===== src/rtl/lsu_mem_ctrl.sv =====
// RV32I load/store sequencer for a word-only data_mem; sub-word stores are read-modify-write. Accept-to-rsp: load/SW 2, SB/SH 3, error 1.
// One request in flight; the response is held until rsp_ready. Optional counters are enabled with `define LSU_STATS_EN.
module lsu_mem_ctrl #(
    parameter int ADDR_W = 32,
    parameter int DATA_W = 32
) (
    input  logic              clk,
    input  logic              rst,
    input  logic              req_valid,
    output logic              req_ready,
    input  logic              req_we,
    input  logic [2:0]        req_funct3,
    input  logic [ADDR_W-1:0] req_addr,
    input  logic [DATA_W-1:0] req_wdata,
    output logic              rsp_valid,
    input  logic              rsp_ready,
    output logic [DATA_W-1:0] rsp_rdata,
    output logic              rsp_err,
    output logic              MemWrite,
    output logic              MemRead,
    output logic [ADDR_W-1:0] mem_addr,
    output logic [DATA_W-1:0] mem_wdata,
    input  logic [DATA_W-1:0] mem_rdata
`ifdef LSU_STATS_EN
    ,
    output logic [31:0]       stat_loads,
    output logic [31:0]       stat_stores,
    output logic [31:0]       stat_errs
`endif
);

    typedef enum logic [2:0] {IDLE, RD, RMW_RD, RMW_WR, WR, RESP} state_t;

    state_t              state;
    logic                we_q;
    logic [2:0]          f3_q;
    logic [ADDR_W-1:0]   addr_q;
    logic [DATA_W-1:0]   wdata_q;
    logic [DATA_W-1:0]   merge_q;

    logic                req_bad;
    logic [7:0]          rd_byte;
    logic [15:0]         rd_half;
    logic [DATA_W-1:0]   load_ext;
    logic [DATA_W-1:0]   merged;

    // Misalignment is judged against the access size implied by funct3.
    always_comb begin
        req_bad = 1'b0;
        if (req_we) begin
            case (req_funct3)
                3'd0:    req_bad = 1'b0;
                3'd1:    req_bad = req_addr[0];
                3'd2:    req_bad = |req_addr[1:0];
                default: req_bad = 1'b1;
            endcase
        end else begin
            case (req_funct3)
                3'd0, 3'd4: req_bad = 1'b0;
                3'd1, 3'd5: req_bad = req_addr[0];
                3'd2:       req_bad = |req_addr[1:0];
                default:    req_bad = 1'b1;
            endcase
        end
    end

    always_comb begin
        rd_byte = mem_rdata[8*addr_q[1:0] +: 8];
        rd_half = addr_q[1] ? mem_rdata[31:16] : mem_rdata[15:0];
        case (f3_q)
            3'd0:    load_ext = {{24{rd_byte[7]}}, rd_byte};
            3'd1:    load_ext = {{16{rd_half[15]}}, rd_half};
            3'd4:    load_ext = {24'h0, rd_byte};
            3'd5:    load_ext = {16'h0, rd_half};
            default: load_ext = mem_rdata;
        endcase
    end

    always_comb begin
        merged = mem_rdata;
        if (f3_q == 3'd0)
            merged[8*addr_q[1:0] +: 8] = wdata_q[7:0];
        else
            merged[16*addr_q[1] +: 16] = wdata_q[15:0];
    end

    always_ff @(posedge clk or posedge rst) begin
        if (rst) begin
            state     <= IDLE;
            we_q      <= 1'b0;
            f3_q      <= 3'd0;
            addr_q    <= '0;
            wdata_q   <= '0;
            merge_q   <= '0;
            rsp_rdata <= '0;
            rsp_err   <= 1'b0;
        end else begin
            case (state)
                IDLE: begin
                    if (req_valid) begin
                        we_q      <= req_we;
                        f3_q      <= req_funct3;
                        addr_q    <= req_addr;
                        wdata_q   <= req_wdata;
                        rsp_rdata <= '0;
                        rsp_err   <= req_bad;
                        if (req_bad)
                            state <= RESP;
                        else if (!req_we)
                            state <= RD;
                        else if (req_funct3 == 3'd2)
                            state <= WR;
                        else
                            state <= RMW_RD;
                    end
                end
                RD: begin
                    rsp_rdata <= load_ext;
                    state     <= RESP;
                end
                RMW_RD: begin
                    merge_q <= merged;
                    state   <= RMW_WR;
                end
                RMW_WR:  state <= RESP;
                WR:      state <= RESP;
                RESP: begin
                    if (rsp_ready)
                        state <= IDLE;
                end
                default: state <= IDLE;
            endcase
        end
    end

    // Strobes decode straight from state so reset removes them without waiting for a clock.
    assign req_ready = (state == IDLE) && !rst;
    assign rsp_valid = (state == RESP);
    assign MemRead   = (state == RD) || (state == RMW_RD);
    assign MemWrite  = (state == WR) || (state == RMW_WR);
    assign mem_addr  = {addr_q[ADDR_W-1:2], 2'b00};
    assign mem_wdata = (state == WR)     ? wdata_q :
                       (state == RMW_WR) ? merge_q : '0;

`ifdef LSU_STATS_EN
    always_ff @(posedge clk or posedge rst) begin
        if (rst) begin
            stat_loads  <= 32'd0;
            stat_stores <= 32'd0;
            stat_errs   <= 32'd0;
        end else if (rsp_valid && rsp_ready) begin
            if (rsp_err)
                stat_errs <= stat_errs + 32'd1;
            else if (we_q)
                stat_stores <= stat_stores + 32'd1;
            else
                stat_loads <= stat_loads + 32'd1;
        end
    end
`endif

endmodule


===== config.mk =====
export PLATFORM = sky130hd
export DESIGN_NAME = lsu_mem_ctrl
export DESIGN_NICKNAME = d
export VERILOG_FILES = /design/src/rtl/lsu_mem_ctrl.sv
export SDC_FILE = /design/constraint.sdc
export NUM_CORES = 1
export LEC_CHECK = 0
export CORE_ASPECT_RATIO = 0.5
export CORE_UTILIZATION = 52
export CTS_BUF_LIST = sky130_fd_sc_hd__clkbuf_16
export DETAILED_ROUTE_END_ITERATION = 6
export PLACE_DENSITY_LB_ADDON = 0.1
export SETUP_SLACK_MARGIN = 0.3
export SLEW_MARGIN = 10
export SYNTH_ARGS = -nofsm -noshare
export SYNTH_HDL_FRONTEND = slang
export SYNTH_SLANG_ARGS = --single-unit

===== constraint.sdc =====
create_clock -name clk -period 10.4 [get_ports clk]
set_input_delay 1.56 -clock clk [delete_from_list [all_inputs] [get_ports clk]]
set_output_delay 1.56 -clock clk [all_outputs]
set_load 0.02 [all_outputs]

==> impl_metrics.env <==
export IMPL_status="finished, violations left"
export IMPL_period_minus_slack_ps=4440
export IMPL_cap_violations=0
export IMPL_arrival_ps=2880
export IMPL_drt_iter0_markers=643
export IMPL_crit_type="input port to output pin"
export IMPL_relSlewSlack=0.249
export IMPL_power_density_nw_per_um2=300
export IMPL_fmax_mhz=225
export IMPL_ctsResizeCount=0
export IMPL_final_nets=1015
export IMPL_routedWlPerCell_um=19.3
export IMPL_dieArea_um2=13900
export IMPL_track_usage=0.313
export IMPL_cts_hold_buf=0
export IMPL_grt_pass1_wl_um=33000
export IMPL_multi_input_area_um2=3100
export IMPL_setup_ws_ps=5960
export IMPL_synthMuxAreaShare=0.0259
export IMPL_post_place_ws_ps=5950
export IMPL_cts_sinks=135
export IMPL_path_buf_inv=2
export IMPL_synth_area_leader_cell="dfrtp_1"
export IMPL_start_util=0.541
export IMPL_clk_pin_slew_ps=60
export IMPL_yosysSeqAreaShare=0.486
export IMPL_violations="design-rule violations"
export IMPL_ys_types=49
export IMPL_synth_top_cells_by_area="dfrtp_1 49%, nand2_1 13%, a22o_1 4.0%"
export IMPL_fp_row_count=29
export IMPL_crit_slowest_cell="clkdlybuf4s50_1"
export IMPL_fillers=931
export IMPL_leakage_nw=4.24
export IMPL_drive_gt1_frac=0.0696
export IMPL_root_buffer="clkbuf_16"
export IMPL_skew_ps=7.63
export IMPL_crit_fanout=2
export IMPL_antenna_left=0
export IMPL_yosysTopAreaCellShare=0.486
export IMPL_crit_top_cell="clkdlybuf4s50_1"
export IMPL_synth_fa_ha_area_frac=0.00899
export IMPL_n_antenna_cell=0
export IMPL_rsz0062_at_grt="no"
export IMPL_yosys_most_used_dff="dfrtp_1"
export IMPL_clockBufferDepth=2
export IMPL_grt_antenna_before_repair=0
export IMPL_die_w_um=166
export IMPL_ioPinCount=205
export IMPL_finalWirelength_um=21000
export IMPL_area_growth_pct=35.1
export IMPL_ir_drop_mv=0.202
export IMPL_cts_tree="done"
export IMPL_num_vias=6403
export IMPL_avgSynthCellArea_um2=9.12
export IMPL_cp_data_required_time_ps=8840
export IMPL_synth_warnings=0
export IMPL_hpwl_um=14200
export IMPL_io_buffers=202
export IMPL_cp_cell_sequence="clkdlybuf4s50_1 > nor4_1 > clkdlybuf4s50_1"
export IMPL_finalHoldViolCount=0
export IMPL_die_h_um=83.8
export IMPL_firstDrtPassIters=7
export IMPL_overflow=0
export IMPL_cts_max_level=4
export IMPL_dpl_cell_count=1057
export IMPL_critPathMaxStageDelay_ps=640
export IMPL_syn_area_um2=6960
export IMPL_synth_simple_gate_area_share=0.201
export IMPL_finalCritPeriodShare=0.427
export IMPL_postCtsSetupRepairBufs=0
export IMPL_endpoint_kind="output pin"
export IMPL_setup_viol=0
export IMPL_grt_start_max_net_pins=80
export IMPL_cts_made_buffers=17
export IMPL_fin_cells=1089
export IMPL_seqCellArea_um2=3380
export IMPL_slew_viol_final=0
export IMPL_ys_ff_latch=135
export IMPL_synth_cells=763
export IMPL_startpoint_type="input port"
export IMPL_grt_pass1_vias=6206
export IMPL_async_reset_ff_frac=1.00
export IMPL_p_total_w=0.00282
export IMPL_synth_compound_area_frac=0.206
export IMPL_clk_latency_ps=420
export IMPL_route_detailed_drc=26
export IMPL_hp_class="flop to flop"
export IMPL_gp_congestion=0.895
export IMPL_synthXorXnorAreaFrac=0
export IMPL_coreArea_um2=12800
export IMPL_viasPerCell=5.88
export IMPL_cp_top_family="buffers and inverters"
export IMPL_synth_top_family_by_area="compound AO/OA/AOI/OAI gates"
export IMPL_worst_pin_slew_ps=1120
export IMPL_tns_ps=0
export IMPL_synth_edf_count=0
[worst register-to-register path, delay by kind of cell, from the launching register on]
| family | cells | cell delay [ps] |
|---|---|---|
| AO/OA/AOI/OAI | 2 | 430 |
| adder cells (fa/ha/maj) | 1 | 230 |
| buffers and inverters | 2 | 760 |
| flip-flops | 1 | 840 |
| AND/OR/NAND/NOR | 1 | 560 |
[cell families after synthesis]
family / after synthesis
AO/OA/AOI/OAI: 192
flip-flops: 135
AND/OR/NAND/NOR: 320
other: 1
multiplexers: 17
adder cells (fa/ha/maj): 5
buffers and inverters: 93
[state kept, by name, indices dropped and copies added, names as in the netlist]
signal / cells
rsp_rdata: 32
f3_q: 3
rsp_err: 1
wdata_q: 32
addr_q: 32
merge_q: 32
state: 3
[path summary, 6_finish.rpt]
path,startpoint,to,slack (ps),cells after the start
worst max-delay path,rst,req_ready,5960,3
worst min-delay path,addr_q[22],addr_q[22],470,2
worst max register to register,addr_q[1],merge_q[26],7490,6
worst min register to register,addr_q[22],addr_q[22],470,2
max in group asynchronous,rst,wdata_q[26],7470,3
min in group asynchronous,rst,rsp_rdata[22],1660,2
[layout make-up]
cell class	instances	share of cell area
Sequential cell	135	0.359
Multi-Input combinational cell	536	0.330
Timing Repair Buffer	209	0.221
Clock buffer	17	0.0453
Tap cell	170	0.0226
Clock inverter	15	0.0189
Inverter	7	0.00333
[synthesized netlist by cell type, types with 6 or more instances]
master and count:
o22a_1 7, inv_1 6, and2_1 16, mux2_2 8, a21oi_1 12, dfrtp_1 135
a221o_1 17, a22o_1 32, mux2i_1 9, a221oi_1 17, nor2_1 8, a211oi_1 16
o22ai_1 7, nand2_1 250, clkbuf_1 36, a22oi_1 16, buf_2 12, nor2b_1 19
buf_4 32, o31ai_1 16, o21ai_0 41
[report_power, final]
| part | internal [W] | total (W) | switching [W] |
|---|---|---|---|
| Clock | 0.000379 | 0.000621 | 0.000243 |
| Sequential | 0.000735 | 0.000938 | 0.000202 |
| Combinational | 0.000554 | 0.00126 | 0.000707 |
[routing by layer]
metal  wire [um]  up-vias  GRT usage  share of wire
met1        9170     3101      0.435           0.44
met5           0        -          0              0
met2        8830      331      0.458           0.42
met4         545        0      0.115          0.026
met3        2460       48     0.0979           0.12
li1            -     2923          -              -
[placed cells by master (no fill, tap or decap), types with 6 or more instances in the layout]
master	Yosys	routed
a211oi_1	16	16
a21oi_1	12	12
a221o_1	17	17
a221oi_1	17	17
a22o_1	32	32
a22oi_1	16	16
and2_1	16	16
buf_4	32	7
clkbuf_16	0	17
clkdlybuf4s50_1	0	202
dfrtp_1	135	135
inv_1	6	6
mux2_2	8	8
mux2i_1	9	9
nand2_1	250	249
nor2_1	8	7
nor2b_1	19	19
o21ai_0	41	41
o22a_1	7	7
o22ai_1	7	7
o31ai_1	16	16
[stage by stage]
step	cell area, um2	util	hold WS [ps]
after floorplan	6960	-	447
after global placement	8790	0.685	456
after detailed placement	8790	0.685	462
after CTS	9400	0.732	476
after global routing	9400	0.732	497
final	9400	0.732	472
(Power assumes the default switching activity.)
